**src/rtl/counter_pkg.sv**
```systemverilog
// Shared encodings for the counter sequencer: command opcodes, FSM states and reset defaults.
package counter_pkg;

    localparam int DEF_WIDTH = 8;
    localparam int DEF_PRE_W = 8;

    // Target resets to all ones so a bare START from reset runs to the top of the range.
    localparam logic [DEF_WIDTH-1:0] PRESET_RST = '0;
    localparam logic [DEF_WIDTH-1:0] TARGET_RST = '1;

    typedef enum logic [1:0] {
        OP_SET_PRESET = 2'b00,
        OP_SET_TARGET = 2'b01,
        OP_START      = 2'b10,
        OP_STOP       = 2'b11
    } cmd_op_t;

    typedef enum logic [1:0] {
        ST_IDLE    = 2'b00,
        ST_PRELOAD = 2'b01,
        ST_RUN     = 2'b10,
        ST_DONE    = 2'b11
    } seq_state_t;

    function automatic logic is_active(input seq_state_t s);
        return (s == ST_PRELOAD) || (s == ST_RUN);
    endfunction

endpackage

```
**src/rtl/counter_sequencer_if.sv**
```systemverilog
// Command port of the counter sequencer.
// Handshake: a command transfers on a rising clk edge where cmd_valid && cmd_ready;
// the master holds cmd_op/cmd_data stable while cmd_valid is high and not yet accepted.
interface counter_sequencer_if
    import counter_pkg::*;
#(
    parameter int WIDTH = DEF_WIDTH
) ();

    logic             cmd_valid;
    logic             cmd_ready;
    cmd_op_t          cmd_op;
    logic [WIDTH-1:0] cmd_data;

    modport master (
        output cmd_valid,
        output cmd_op,
        output cmd_data,
        input  cmd_ready
    );

    modport slave (
        input  cmd_valid,
        input  cmd_op,
        input  cmd_data,
        output cmd_ready
    );

endinterface

```
**src/rtl/counter_sequencer_tick_divider.sv**
```systemverilog
// Prescaler: while run is high, tick pulses once every period+1 cycles; clear restarts the phase.
module tick_divider #(
    parameter int PRE_W = 8
) (
    input  logic             clk,
    input  logic             rst_n,
    input  logic             clear,
    input  logic             run,
    input  logic [PRE_W-1:0] period,
    output logic             tick
);

    logic [PRE_W-1:0] pre_cnt_q;
    logic [PRE_W-1:0] pre_cnt_d;

    assign tick = run && (pre_cnt_q == period);

    always_comb begin
        pre_cnt_d = pre_cnt_q;
        if (clear || tick) begin
            pre_cnt_d = '0;
        end else if (run) begin
            pre_cnt_d = pre_cnt_q + PRE_W'(1);
        end
    end

    always_ff @(posedge clk or negedge rst_n) begin
        if (!rst_n) begin
            pre_cnt_q <= '0;
        end else begin
            pre_cnt_q <= pre_cnt_d;
        end
    end

endmodule

```
**src/rtl/counter_sequencer.sv**
```systemverilog
// Control stage for an 8-bit loadable up-counter: command decode, prescaled ticks,
// shadow count with target compare, one-shot or auto-reload runs.
module counter_sequencer
    import counter_pkg::*;
#(
    parameter int WIDTH = DEF_WIDTH,
    parameter int PRE_W = DEF_PRE_W
) (
    input  logic                clk,
    input  logic                rst_n,
    counter_sequencer_if.slave  cmd,
    input  logic [PRE_W-1:0]    prescale,
    input  logic                auto_reload,
    input  logic                out_req,
    output logic                load,
    output logic [WIDTH-1:0]    load_value,
    output logic                enable,
    output logic                oe,
    output logic                busy,
    output logic                done,
    output seq_state_t          dbg_state
);

    localparam logic [WIDTH-1:0] PRESET_INIT = {WIDTH{PRESET_RST[0]}};
    localparam logic [WIDTH-1:0] TARGET_INIT = {WIDTH{TARGET_RST[0]}};

    seq_state_t       state_q;
    seq_state_t       state_d;
    logic [WIDTH-1:0] preset_q;
    logic [WIDTH-1:0] preset_d;
    logic [WIDTH-1:0] target_q;
    logic [WIDTH-1:0] target_d;
    logic [WIDTH-1:0] shadow_q;
    logic [WIDTH-1:0] shadow_d;
    logic [WIDTH-1:0] load_value_q;
    logic [WIDTH-1:0] load_value_d;
    logic [PRE_W-1:0] prescale_q;
    logic [PRE_W-1:0] prescale_d;
    logic             auto_reload_q;
    logic             auto_reload_d;
    logic             load_q;
    logic             load_d;
    logic             enable_q;
    logic             enable_d;
    logic             done_q;
    logic             done_d;
    logic             busy_q;
    logic             busy_d;

    logic             cmd_ready;
    logic             cmd_acc;
    logic             start_acc;
    logic             stop_acc;
    logic             set_preset_acc;
    logic             set_target_acc;
    logic             running;
    logic             div_tick;
    logic             tick;
    logic             hit;
    logic [WIDTH-1:0] shadow_inc;

    // ---------------- command decode ----------------
    assign cmd_ready      = (state_q != ST_PRELOAD);
    assign cmd.cmd_ready  = cmd_ready;
    assign cmd_acc        = cmd.cmd_valid && cmd_ready;
    assign start_acc      = cmd_acc && (cmd.cmd_op == OP_START);
    assign stop_acc       = cmd_acc && (cmd.cmd_op == OP_STOP);
    assign set_preset_acc = cmd_acc && (cmd.cmd_op == OP_SET_PRESET);
    assign set_target_acc = cmd_acc && (cmd.cmd_op == OP_SET_TARGET);

    assign preset_d = set_preset_acc ? cmd.cmd_data : preset_q;
    assign target_d = set_target_acc ? cmd.cmd_data : target_q;

    // ---------------- prescaler and shadow compare ----------------
    // The divider already runs in PRELOAD so that, with prescale=0, the first
    // enable lands on the very first RUN cycle.
    assign running = is_active(state_q);

    tick_divider #(
        .PRE_W (PRE_W)
    ) u_tick_divider (
        .clk    (clk),
        .rst_n  (rst_n),
        .clear  (start_acc || stop_acc),
        .run    (running),
        .period (prescale_q),
        .tick   (div_tick)
    );

    // A START/STOP accepted on a tick cycle swallows that tick entirely.
    assign tick       = div_tick && !start_acc && !stop_acc;
    assign shadow_inc = shadow_q + WIDTH'(1);
    assign hit        = tick && (shadow_inc == target_q);

    // ---------------- FSM: state register ----------------
    always_ff @(posedge clk or negedge rst_n) begin
        if (!rst_n) begin
            state_q <= ST_IDLE;
        end else begin
            state_q <= state_d;
        end
    end

    // ---------------- FSM: next state ----------------
    always_comb begin
        state_d = state_q;
        unique case (state_q)
            ST_IDLE: begin
                if (start_acc) begin
                    state_d = ST_PRELOAD;
                end
            end
            ST_PRELOAD, ST_RUN: begin
                state_d = ST_RUN;
                if (stop_acc) begin
                    state_d = ST_IDLE;
                end else if (start_acc) begin
                    state_d = ST_PRELOAD;
                end else if (hit) begin
                    state_d = auto_reload_q ? ST_PRELOAD : ST_DONE;
                end
            end
            ST_DONE: begin
                if (stop_acc) begin
                    state_d = ST_IDLE;
                end else if (start_acc) begin
                    state_d = ST_PRELOAD;
                end
            end
            default: state_d = ST_IDLE;
        endcase
    end

    // ---------------- FSM: outputs ----------------
    always_comb begin
        load_d        = 1'b0;
        load_value_d  = load_value_q;
        enable_d      = tick;
        done_d        = hit;
        shadow_d      = tick ? shadow_inc : shadow_q;
        prescale_d    = prescale_q;
        auto_reload_d = auto_reload_q;
        busy_d        = is_active(state_d);

        if (start_acc) begin
            prescale_d    = prescale;
            auto_reload_d = auto_reload;
        end

        // Entering PRELOAD (fresh start, restart or auto-reload) loads the preset.
        if (state_d == ST_PRELOAD) begin
            load_d       = 1'b1;
            load_value_d = preset_q;
            shadow_d     = preset_q;
        end
    end

    always_ff @(posedge clk or negedge rst_n) begin
        if (!rst_n) begin
            preset_q      <= PRESET_INIT;
            target_q      <= TARGET_INIT;
            shadow_q      <= '0;
            load_value_q  <= '0;
            prescale_q    <= '0;
            auto_reload_q <= 1'b0;
            load_q        <= 1'b0;
            enable_q      <= 1'b0;
            done_q        <= 1'b0;
            busy_q        <= 1'b0;
        end else begin
            preset_q      <= preset_d;
            target_q      <= target_d;
            shadow_q      <= shadow_d;
            load_value_q  <= load_value_d;
            prescale_q    <= prescale_d;
            auto_reload_q <= auto_reload_d;
            load_q        <= load_d;
            enable_q      <= enable_d;
            done_q        <= done_d;
            busy_q        <= busy_d;
        end
    end

    assign load       = load_q;
    assign load_value = load_value_q;
    assign enable     = enable_q;
    assign done       = done_q;
    assign busy       = busy_q;
    assign oe         = out_req || (state_q != ST_IDLE);
    assign dbg_state  = state_q;

endmodule

```
**src/flat_wrapper.sv**
```systemverilog
// flat-port wrapper written by rule: the top's interface ports become plain ports
module counter_sequencer_flat import counter_pkg::*;
#(
    parameter int WIDTH = DEF_WIDTH,
    parameter int PRE_W = DEF_PRE_W
)
  (clk, rst_n, prescale, auto_reload, out_req, load, load_value, enable, oe, busy, done, dbg_state, cmd_cmd_valid, cmd_cmd_op, cmd_cmd_data, cmd_cmd_ready);
  counter_sequencer_if #(.WIDTH(WIDTH)) cmd_i ();
  input  logic clk;
  input  logic rst_n;
  input  logic [PRE_W-1:0] prescale;
  input  logic auto_reload;
  input  logic out_req;
  output logic load;
  output logic [WIDTH-1:0] load_value;
  output logic enable;
  output logic oe;
  output logic busy;
  output logic done;
  output seq_state_t dbg_state;
  input wire logic [$bits(cmd_i.cmd_valid)-1:0] cmd_cmd_valid;
  input wire logic [$bits(cmd_i.cmd_op)-1:0] cmd_cmd_op;
  input wire logic [$bits(cmd_i.cmd_data)-1:0] cmd_cmd_data;
  output wire logic [$bits(cmd_i.cmd_ready)-1:0] cmd_cmd_ready;
  assign cmd_i.cmd_valid = cmd_cmd_valid;
  assign cmd_i.cmd_op = cmd_cmd_op;
  assign cmd_i.cmd_data = cmd_cmd_data;
  assign cmd_cmd_ready = cmd_i.cmd_ready;
  counter_sequencer #(.WIDTH(WIDTH), .PRE_W(PRE_W)) u_core (.clk(clk), .rst_n(rst_n), .cmd(cmd_i), .prescale(prescale), .auto_reload(auto_reload), .out_req(out_req), .load(load), .load_value(load_value), .enable(enable), .oe(oe), .busy(busy), .done(done), .dbg_state(dbg_state));
endmodule
```
**config.mk**
```make
export PLATFORM = sky130hd
export DESIGN_NAME = counter_sequencer_flat
export DESIGN_NICKNAME = d
export VERILOG_FILES = /design/src/rtl/counter_pkg.sv /design/src/rtl/counter_sequencer_if.sv /design/src/rtl/counter_sequencer_tick_divider.sv /design/src/rtl/counter_sequencer.sv /design/src/flat_wrapper.sv
export SDC_FILE = /design/constraint.sdc
export NUM_CORES = 1
export LEC_CHECK = 0
export ABC_CLOCK_PERIOD_IN_PS = 3300
export BUFFER_PORTS_ARGS = -buffer_cell sky130_fd_sc_hd__buf_2
export CAP_MARGIN = 10
export CORE_MARGIN = 2
export CORE_UTILIZATION = 51
export CTS_CLUSTER_SIZE = 24
export DETAILED_ROUTE_END_ITERATION = 16
export GPL_ROUTABILITY_DRIVEN = 0
export PLACE_DENSITY = 0.75
export SETUP_SLACK_MARGIN = 0.1
export SYNTH_ARGS = -nofsm -noshare
export SYNTH_HDL_FRONTEND = slang
export SYNTH_SLANG_ARGS = --single-unit
```
**constraint.sdc**
```tcl
create_clock -name clk -period 3.3 [get_ports clk]
set_clock_uncertainty 0.2 [all_clocks]
set_input_delay 0 -clock clk [delete_from_list [all_inputs] [get_ports clk]]
set_output_delay 0 -clock clk [all_outputs]
set_load 0.03 [all_outputs]
```
== Yosys cells after proc, flatten, opt, wreduce, memory -nomap -nowiden ==
Cells that the tools add are included.
Storage, ports and cells
  bits in registers: 55
  input port bits: 23
  output and inout port bits: 16
  word-level logic and storage cells: 59
Cells by class
  add/sub/neg operators: 2
  equal/unequal tests: 11
  mux-type cells: 12
  reductions and logical operators: 22
Operators with widths (count)
  two-way mux 8 bit: 4
  adder 8 x 1 -> 8 bit (second input constant): 2
  equality test 8 bit: 2
  two-way mux 2 bit: 6
  equality test 2 bit (second input constant): 5
  logical AND 1 bit: 9
  equality test 2 x 1 -> 1 bit (second input constant): 3
  case mux 2 bit (3 select lines): 1
  nonzero test 2 bit: 3
  logical OR 1 bit: 5
  logical NOT 2 bit: 2
  logical NOT 1 bit: 2
  inequality test 2 x 1 -> 1 bit (second input constant): 1
  OR reduction 2 bit: 1
  two-way mux 1 bit: 1

== Longest topological paths before layout ==
  word-level depth: 13
  mapped depth: 13
  depth with buffers taken out: 11

== Modules after synthesis ==
From an unflattened synthesis, not the netlist that was laid out.
Unflattened totals
  cells, all modules: 222
  area total of the unflattened synthesis: 2725.1 um^2
Modules (own cells, without submodules)
  counter_sequencer: cells an instance 174, area each 2229.6 um^2, sequential area each 1186.1 um^2, times used 1
  tick_divider: cells an instance 48, area each 495.5 um^2, sequential area each 200.2 um^2, times used 1

== Least setup slack after synthesis ==
OpenSTA, ideal clock, no wires.
  path kind: register to register
  start point: reg u_core.state_q[1], in the netlist u_core.dbg_state[1]
  end point: reg u_core.load_value_q[0], in the netlist u_core.load_value[0]
  arrival time: 3.156 ns
  slack: -0.181 ns
  cell stages (with the launch flop): 12
  library setup time: 0.125 ns
  path buffers: 2
  period minus slack after synthesis: 3.481 ns
  required time: 2.975 ns
  cell sequence: dfrtp_1 > inv_1 > ha_1 > inv_1 > and3_1 > clkbuf_1 > nor3_1 > o2111ai_1 > o31ai_1 > ha_1 > clkbuf_1 > mux2_2
Between the ends
  cells in the longest elaborated chain, start to end: 12
  elaborated cells between the ends (all ways): 23
  classes of those cells: 5 x eq/ne; 6 x mux; 12 x reduce/logical
RTL lines
  start: declaration: line counter_sequencer.sv:27  | seq_state_t state_q;
  start signal: assignment: line counter_sequencer.sv:100  | state_q <= state_d;
  inequality test 2 x 1 -> 1 bit (*): line counter_sequencer.sv:63  | assign cmd_ready = (state_q != ST_PRELOAD);
  net cmd_cmd_ready: line flat_wrapper.sv:24  | output wire logic [$bits(cmd_i.cmd_ready)-1:0] cmd_cmd_ready;
  logical AND 1 bit (*): line counter_sequencer.sv:65  | assign cmd_acc = cmd.cmd_valid && cmd_ready;
  logical AND 1 bit: line counter_sequencer.sv:66  | assign start_acc = cmd_acc && (cmd.cmd_op == OP_START);
  logical NOT 1 bit: line counter_sequencer.sv:91  | assign tick = div_tick && !start_acc && !stop_acc;
  logical AND 1 bit (2 in a row): line counter_sequencer.sv:91
  logical AND 1 bit: line counter_sequencer.sv:93  | assign hit = tick && (shadow_inc == target_q);
  two-way mux 2 bit: line counter_sequencer.sv:119  | end else if (hit) begin
  two-way mux 2 bit: line counter_sequencer.sv:117  | end else if (start_acc) begin
  two-way mux 2 bit: line counter_sequencer.sv:115  | if (stop_acc) begin
  case mux 2 bit (3 select lines) (*): line counter_sequencer.sv:107  | unique case (state_q)
  net u_core.state_d[0]: line counter_sequencer.sv:28  | seq_state_t state_d;
  equality test 2 x 1 -> 1 bit (*): line counter_sequencer.sv:151  | if (state_d == ST_PRELOAD) begin
  end signal: assignment: line counter_sequencer.sv:174  | load_value_q <= load_value_d;
  end: declaration: line counter_sequencer.sv:35  | logic [WIDTH-1:0] load_value_q;
Mark *: on every way through the listed nets, which the timed path passes. The rest lies on a longest branch.
A chain may end at the register's enable or synchronous reset.

== Final worst setup path ==
  start point: reg u_core.shadow_q[0]
  end point: reg u_core.shadow_q[5]
Between the ends
  cells in the longest elaborated chain, start to end: 9
  elaborated cells between the ends (all ways): 11
  classes of those cells: 1 x add/sub; 2 x eq/ne; 6 x mux; 2 x reduce/logical
RTL lines
  start: declaration: line counter_sequencer.sv:33  | logic [WIDTH-1:0] shadow_q;
  start signal: assignment: line counter_sequencer.sv:173  | shadow_q <= shadow_d;
  adder 8 x 1 -> 8 bit (*): line counter_sequencer.sv:92  | assign shadow_inc = shadow_q + WIDTH'(1);
  equality test 8 bit (*): line counter_sequencer.sv:93
  logical AND 1 bit (*): line counter_sequencer.sv:93
  two-way mux 2 bit (*): line counter_sequencer.sv:119
  two-way mux 2 bit (*): line counter_sequencer.sv:117
  two-way mux 2 bit (*): line counter_sequencer.sv:115
  case mux 2 bit (3 select lines) (*): line counter_sequencer.sv:107
  net u_core.state_d[0]: line counter_sequencer.sv:28
  equality test 2 x 1 -> 1 bit (*): line counter_sequencer.sv:151
  two-way mux 8 bit or nonzero test 2 bit (tied branches)
Mark *: on every way through the listed nets, which the timed path passes. The rest lies on a longest branch. The select of a mux whose other input is x is not followed.

==> impl_results.html <==
<table>
<tr><th>Metric</th><th>Value</th></tr>
<tr><th colspan="2">Placement</th></tr>
<tr><td>Number of port buffers</td><td>38</td></tr>
<tr><td>Worst setup slack before clock tree synthesis</td><td>0.125 ns</td></tr>
<tr><td>DP Wirelength</td><td>4040 um</td></tr>
<tr><th colspan="2">Clocking</th></tr>
<tr><td>Buffer depth of the longest clock path</td><td>2</td></tr>
<tr><td>TritonCTS clock tree</td><td>done</td></tr>
<tr><td>Deepest level of the CTS H-tree</td><td>2</td></tr>
<tr><td>CTS Buf Count</td><td>5</td></tr>
<tr><td>Root buffer selected by CTS</td><td>sky130_fd_sc_hd__clkbuf_8</td></tr>
<tr><td>Clock insertion delay at the later pin of the skew report</td><td>0.31 ns</td></tr>
<tr><td>Clock sink count</td><td>55</td></tr>
<tr><td>Register clock-pin slew on the reported worst setup and hold paths</td><td>0.11 ns</td></tr>
<tr><th colspan="2">Layout</th></tr>
<tr><td>ANT cells</td><td>0</td></tr>
<tr><td>Filler cells</td><td>386</td></tr>
<tr><td>Layout-stage area growth over the synthesis result</td><td>26.7%</td></tr>
<tr><td>Number of nets in the layout</td><td>338</td></tr>
<tr><td>Proportion of layout cells with a drive suffix above 1</td><td>0.354</td></tr>
<tr><th colspan="2">Timing</th></tr>
<tr><td>Min Hold Slack</td><td>0.0926 ns</td></tr>
<tr><td>Hold violation total from the final report</td><td>0</td></tr>
<tr><td>Minimum clock period</td><td>3.02 ns</td></tr>
<tr><td>Fin Setup TNS</td><td>0 ns</td></tr>
<tr><td>Final number of setup-violating endpoints</td><td>0</td></tr>
<tr><td>Timing-limited maximum frequency</td><td>331 MHz</td></tr>
<tr><td>Worst-Margin Slew</td><td>0.777 ns</td></tr>
<tr><td>Final critical-path setup slack</td><td>0.279 ns</td></tr>
<tr><td>Number of max-slew violations in the final report</td><td>0</td></tr>
<tr><td>Final Cycle Share</td><td>0.915</td></tr>
<tr><td>Slew Limit Headroom</td><td>0.482</td></tr>
<tr><td>Setup repair after global routing missed its margin</td><td>no</td></tr>
<tr><th colspan="2">Setup path</th></tr>
<tr><td>Worst Setup Start Kind</td><td>flip-flop</td></tr>
<tr><td>CP Data Required Time</td><td>3.28 ns</td></tr>
<tr><td>Endpoint arrival time on the critical path</td><td>3.00 ns</td></tr>
<tr><td>Critical path capture point type</td><td>flip-flop</td></tr>
<tr><td>Type of the worst setup path</td><td>reg -&gt; reg</td></tr>
<tr><td>Setup slack, reg-to-reg</td><td>0.28 ns</td></tr>
<tr><td>Highest fanout seen on the critical path</td><td>12</td></tr>
<tr><th colspan="2">Yosys</th></tr>
<tr><td>Yosys cell types</td><td>41</td></tr>
<tr><td>Number of enable flip-flop cells after synthesis</td><td>0</td></tr>
<tr><td>Cell types with the largest area share after synthesis</td><td>sky130_fd_sc_hd__dfrtp_1, sky130_fd_sc_hd__mux2_2, sky130_fd_sc_hd__dfstp_2, sky130_fd_sc_hd__xnor2_1, sky130_fd_sc_hd__ha_1</td></tr>
<tr><td>Synthesized cell area</td><td>2760 um^2</td></tr>
<tr><td>Instance count of the mapped netlist</td><td>244</td></tr>
<tr><td>Async set or reset register ratio after synthesis</td><td>1.00</td></tr>
<tr><td>Synth top area share</td><td>0.426</td></tr>
<tr><td>Post-synthesis net count</td><td>275</td></tr>
<tr><td>Biggest area consumer among synthesized cells</td><td>sky130_fd_sc_hd__dfrtp_1</td></tr>
<tr><td>Synthesized area per cell</td><td>11.3 um^2</td></tr>
<tr><td>Total of warnings raised by yosys</td><td>0</td></tr>
<tr><td>Most frequently used flop master after synthesis</td><td>sky130_fd_sc_hd__dfrtp_1</td></tr>
<tr><td>FF+latch count, synth</td><td>55</td></tr>
<tr><td>Sequential-to-total area share from yosys stat</td><td>0.502</td></tr>
<tr><th colspan="2">Global route</th></tr>
<tr><td>Wire length of the first global-routing pass</td><td>9960 um</td></tr>
<tr><td>Number of global-route vias before repair</td><td>2012</td></tr>
<tr><td>Pin count of the biggest net entering global routing</td><td>36</td></tr>
<tr><td>All-layer global routing usage</td><td>0.207</td></tr>
<tr><td>Total global routing overflow</td><td>0</td></tr>
<tr><td>Number of antenna violations at the first check in global routing</td><td>0</td></tr>
<tr><th colspan="2">Floorplan</th></tr>
<tr><td>CORE AREA</td><td>5170 um^2</td></tr>
<tr><td>Overall die width</td><td>77.6 um</td></tr>
<tr><td>Initial cell density of the core</td><td>0.534</td></tr>
<tr><td>Cell row count</td><td>26</td></tr>
<tr><td>Y dimension of the die</td><td>77.6 um</td></tr>
<tr><td>Total I/O pin count</td><td>39</td></tr>
<tr><td>Die area</td><td>6020 um^2</td></tr>
<tr><th colspan="2">Pwr</th></tr>
<tr><td>P per Cell Area</td><td>854 nW/um^2</td></tr>
<tr><td>Total power consumption of the routed design</td><td>2.99 mW</td></tr>
<tr><td>Maximum VDD drop</td><td>0.425 mV</td></tr>
<tr><td>Static leakage</td><td>1.47 nW</td></tr>
<tr><th colspan="2">Drt</th></tr>
<tr><td>Number of antenna-violating nets in the routed design</td><td>0</td></tr>
<tr><td>Per-cell via count in the routed design</td><td>5.52</td></tr>
<tr><td>Violation count after the first detailed-route iteration</td><td>179</td></tr>
<tr><td>Vias after detailed routing</td><td>2085</td></tr>
<tr><td>Average routed wire per standard cell</td><td>15.4 um</td></tr>
<tr><td>DR DRC count</td><td>0</td></tr>
<tr><td>Wire length after detailed routing</td><td>5830 um</td></tr>
<tr><td>Initial DRT Pass Iterations</td><td>4</td></tr>
<tr><th colspan="2">Status</th></tr>
<tr><td>Outcome</td><td>complete, no violations</td></tr>
<tr><th colspan="2">Min path</th></tr>
<tr><td>Tightest Hold Check Type</td><td>in -&gt; reg</td></tr>
<tr><th colspan="2">Run</th></tr>
<tr><td>Max Cap Viol</td><td>0</td></tr>
</table>
[synthesized netlist by cell type (all sizes together) (2+ instances only)]
library cell / instances
o2111ai: 2
nor2b: 3
clkbuf: 6
nor2: 20
xor2: 8
nor4bb: 2
mux2: 32
nand2: 8
a22oi: 2
xnor2: 12
o31ai: 7
a31oi: 7
buf: 3
a221o: 2
dfstp: 8
nand2b: 3
nor3: 3
ha: 8
nand3: 8
nand4b: 2
nand4: 5
and3: 5
o21ai: 9
inv: 10
or4: 5
dfrtp: 47
nor4b: 2
or3: 4
[final timing paths]
check	from	end	cells after the start
setup / recovery	u_core.shadow_q[0]	u_core.shadow_q[5]	10
hold / removal	cmd_cmd_op[1]	u_core.preset_q[0]	4
setup reg to reg	u_core.shadow_q[0]	u_core.shadow_q[5]	10
hold reg to reg	u_core.load_value[6]	u_core.load_value[6]	1
max in group asynchronous	rst_n	u_core.target_q[1]	3
min in group asynchronous	rst_n	u_core.auto_reload_q	2
[worst max-delay path: stages, from the launching register on]
cell and delay (ns):
sky130_fd_sc_hd__dfrtp_1 0.44, sky130_fd_sc_hd__ha_1 0.27, sky130_fd_sc_hd__and3_1 0.19, sky130_fd_sc_hd__or3_1 0.30, sky130_fd_sc_hd__a31oi_1 0.24, sky130_fd_sc_hd__o2111ai_4 0.22, sky130_fd_sc_hd__o31ai_4 0.36, sky130_fd_sc_hd__ha_4 0.25
sky130_fd_sc_hd__inv_1 0.20, sky130_fd_sc_hd__nor2_1 0.17, sky130_fd_sc_hd__a31oi_1 0.05
[repair_timing]
item	CTS	global route
hold buffers	19	0
gates resized for setup	0	15
endpoints found under the hold margin	56	0
setup buffers	0	1
endpoints found under the setup margin	0	16
[cells in the final DEF (no fill, tap or decap), types with 8 or more instances in the layout]
master                          count
sky130_fd_sc_hd__dfrtp_1           46
sky130_fd_sc_hd__buf_2             38
sky130_fd_sc_hd__mux2_2            32
sky130_fd_sc_hd__nor2_1            20
sky130_fd_sc_hd__dlygate4sd3_1     19
sky130_fd_sc_hd__xnor2_1           12
sky130_fd_sc_hd__inv_1              9
sky130_fd_sc_hd__nand3_1            8
sky130_fd_sc_hd__xor2_1             8
sky130_fd_sc_hd__nand2_1            8
sky130_fd_sc_hd__buf_4              8
sky130_fd_sc_hd__dfstp_2            8
[layer usage]
metal	wire (um)	share of wire	up-vias	global-route usage
li1	-	-	1016	-
met1	2830	0.48	1015	0.304
met2	2750	0.47	46	0.320
met3	184	0.032	8	0.0302
met4	70	0.012	0	0.0625
met5	0	0	-	0
[metrics by stage]
stage | area, um^2 | util | std cells
finish | 3500 | 0.676 | 378
global route | 3500 | 0.676 | 378
global placement | 3080 | 0.595 | 350
CTS | 3410 | 0.659 | 377
floorplan | 2790 | - | 244
detailed placement | 3080 | 0.595 | 350
[power by group]
group | total [mW] | switching (mW) | internal (mW)
logic | 1.29 | 0.718 | 0.573
clock network | 0.533 | 0.225 | 0.308
registers | 1.16 | 0.228 | 0.936
[final cells by class]
type,count,area (um^2),area share
Clock inverter,3,71.3,0.0204
Multi-Input combinational cell,170,1400,0.401
Tap cell,70,87.6,0.0250
Timing Repair Buffer,65,440,0.126
Sequential cell,55,1390,0.397
Inverter,10,37.5,0.0107
Clock buffer,5,68.8,0.0197
[sequential cells by signal, indices dropped and copies added (netlist names)]
signal                           flops
u_core.load_value                    8
u_core.prescale_q                    8
u_core.preset_q                      8
u_core.shadow_q                      8
u_core.target_q                      8
u_core.u_tick_divider.pre_cnt_q      8
u_core.dbg_state                     2
u_core.auto_reload_q                 1
u_core.busy                          1
u_core.done                          1
u_core.enable                        1
u_core.load                          1
[logic make-up (layout without fill, tap and decap cells)]
kind of cell    count (synthesis)  count (layout)  share of synthesized area
xor+xnor                       20              20                     0.0635
buf+inv                        19              83                     0.0267
mux                            33              33                      0.134
compound gates                 34              34                     0.0857
flops                          55              55                      0.502
simple gates                   75              75                      0.151
fa+ha+maj                       8               8                     0.0363
Note: power is estimated with default switching activity, not from simulation.
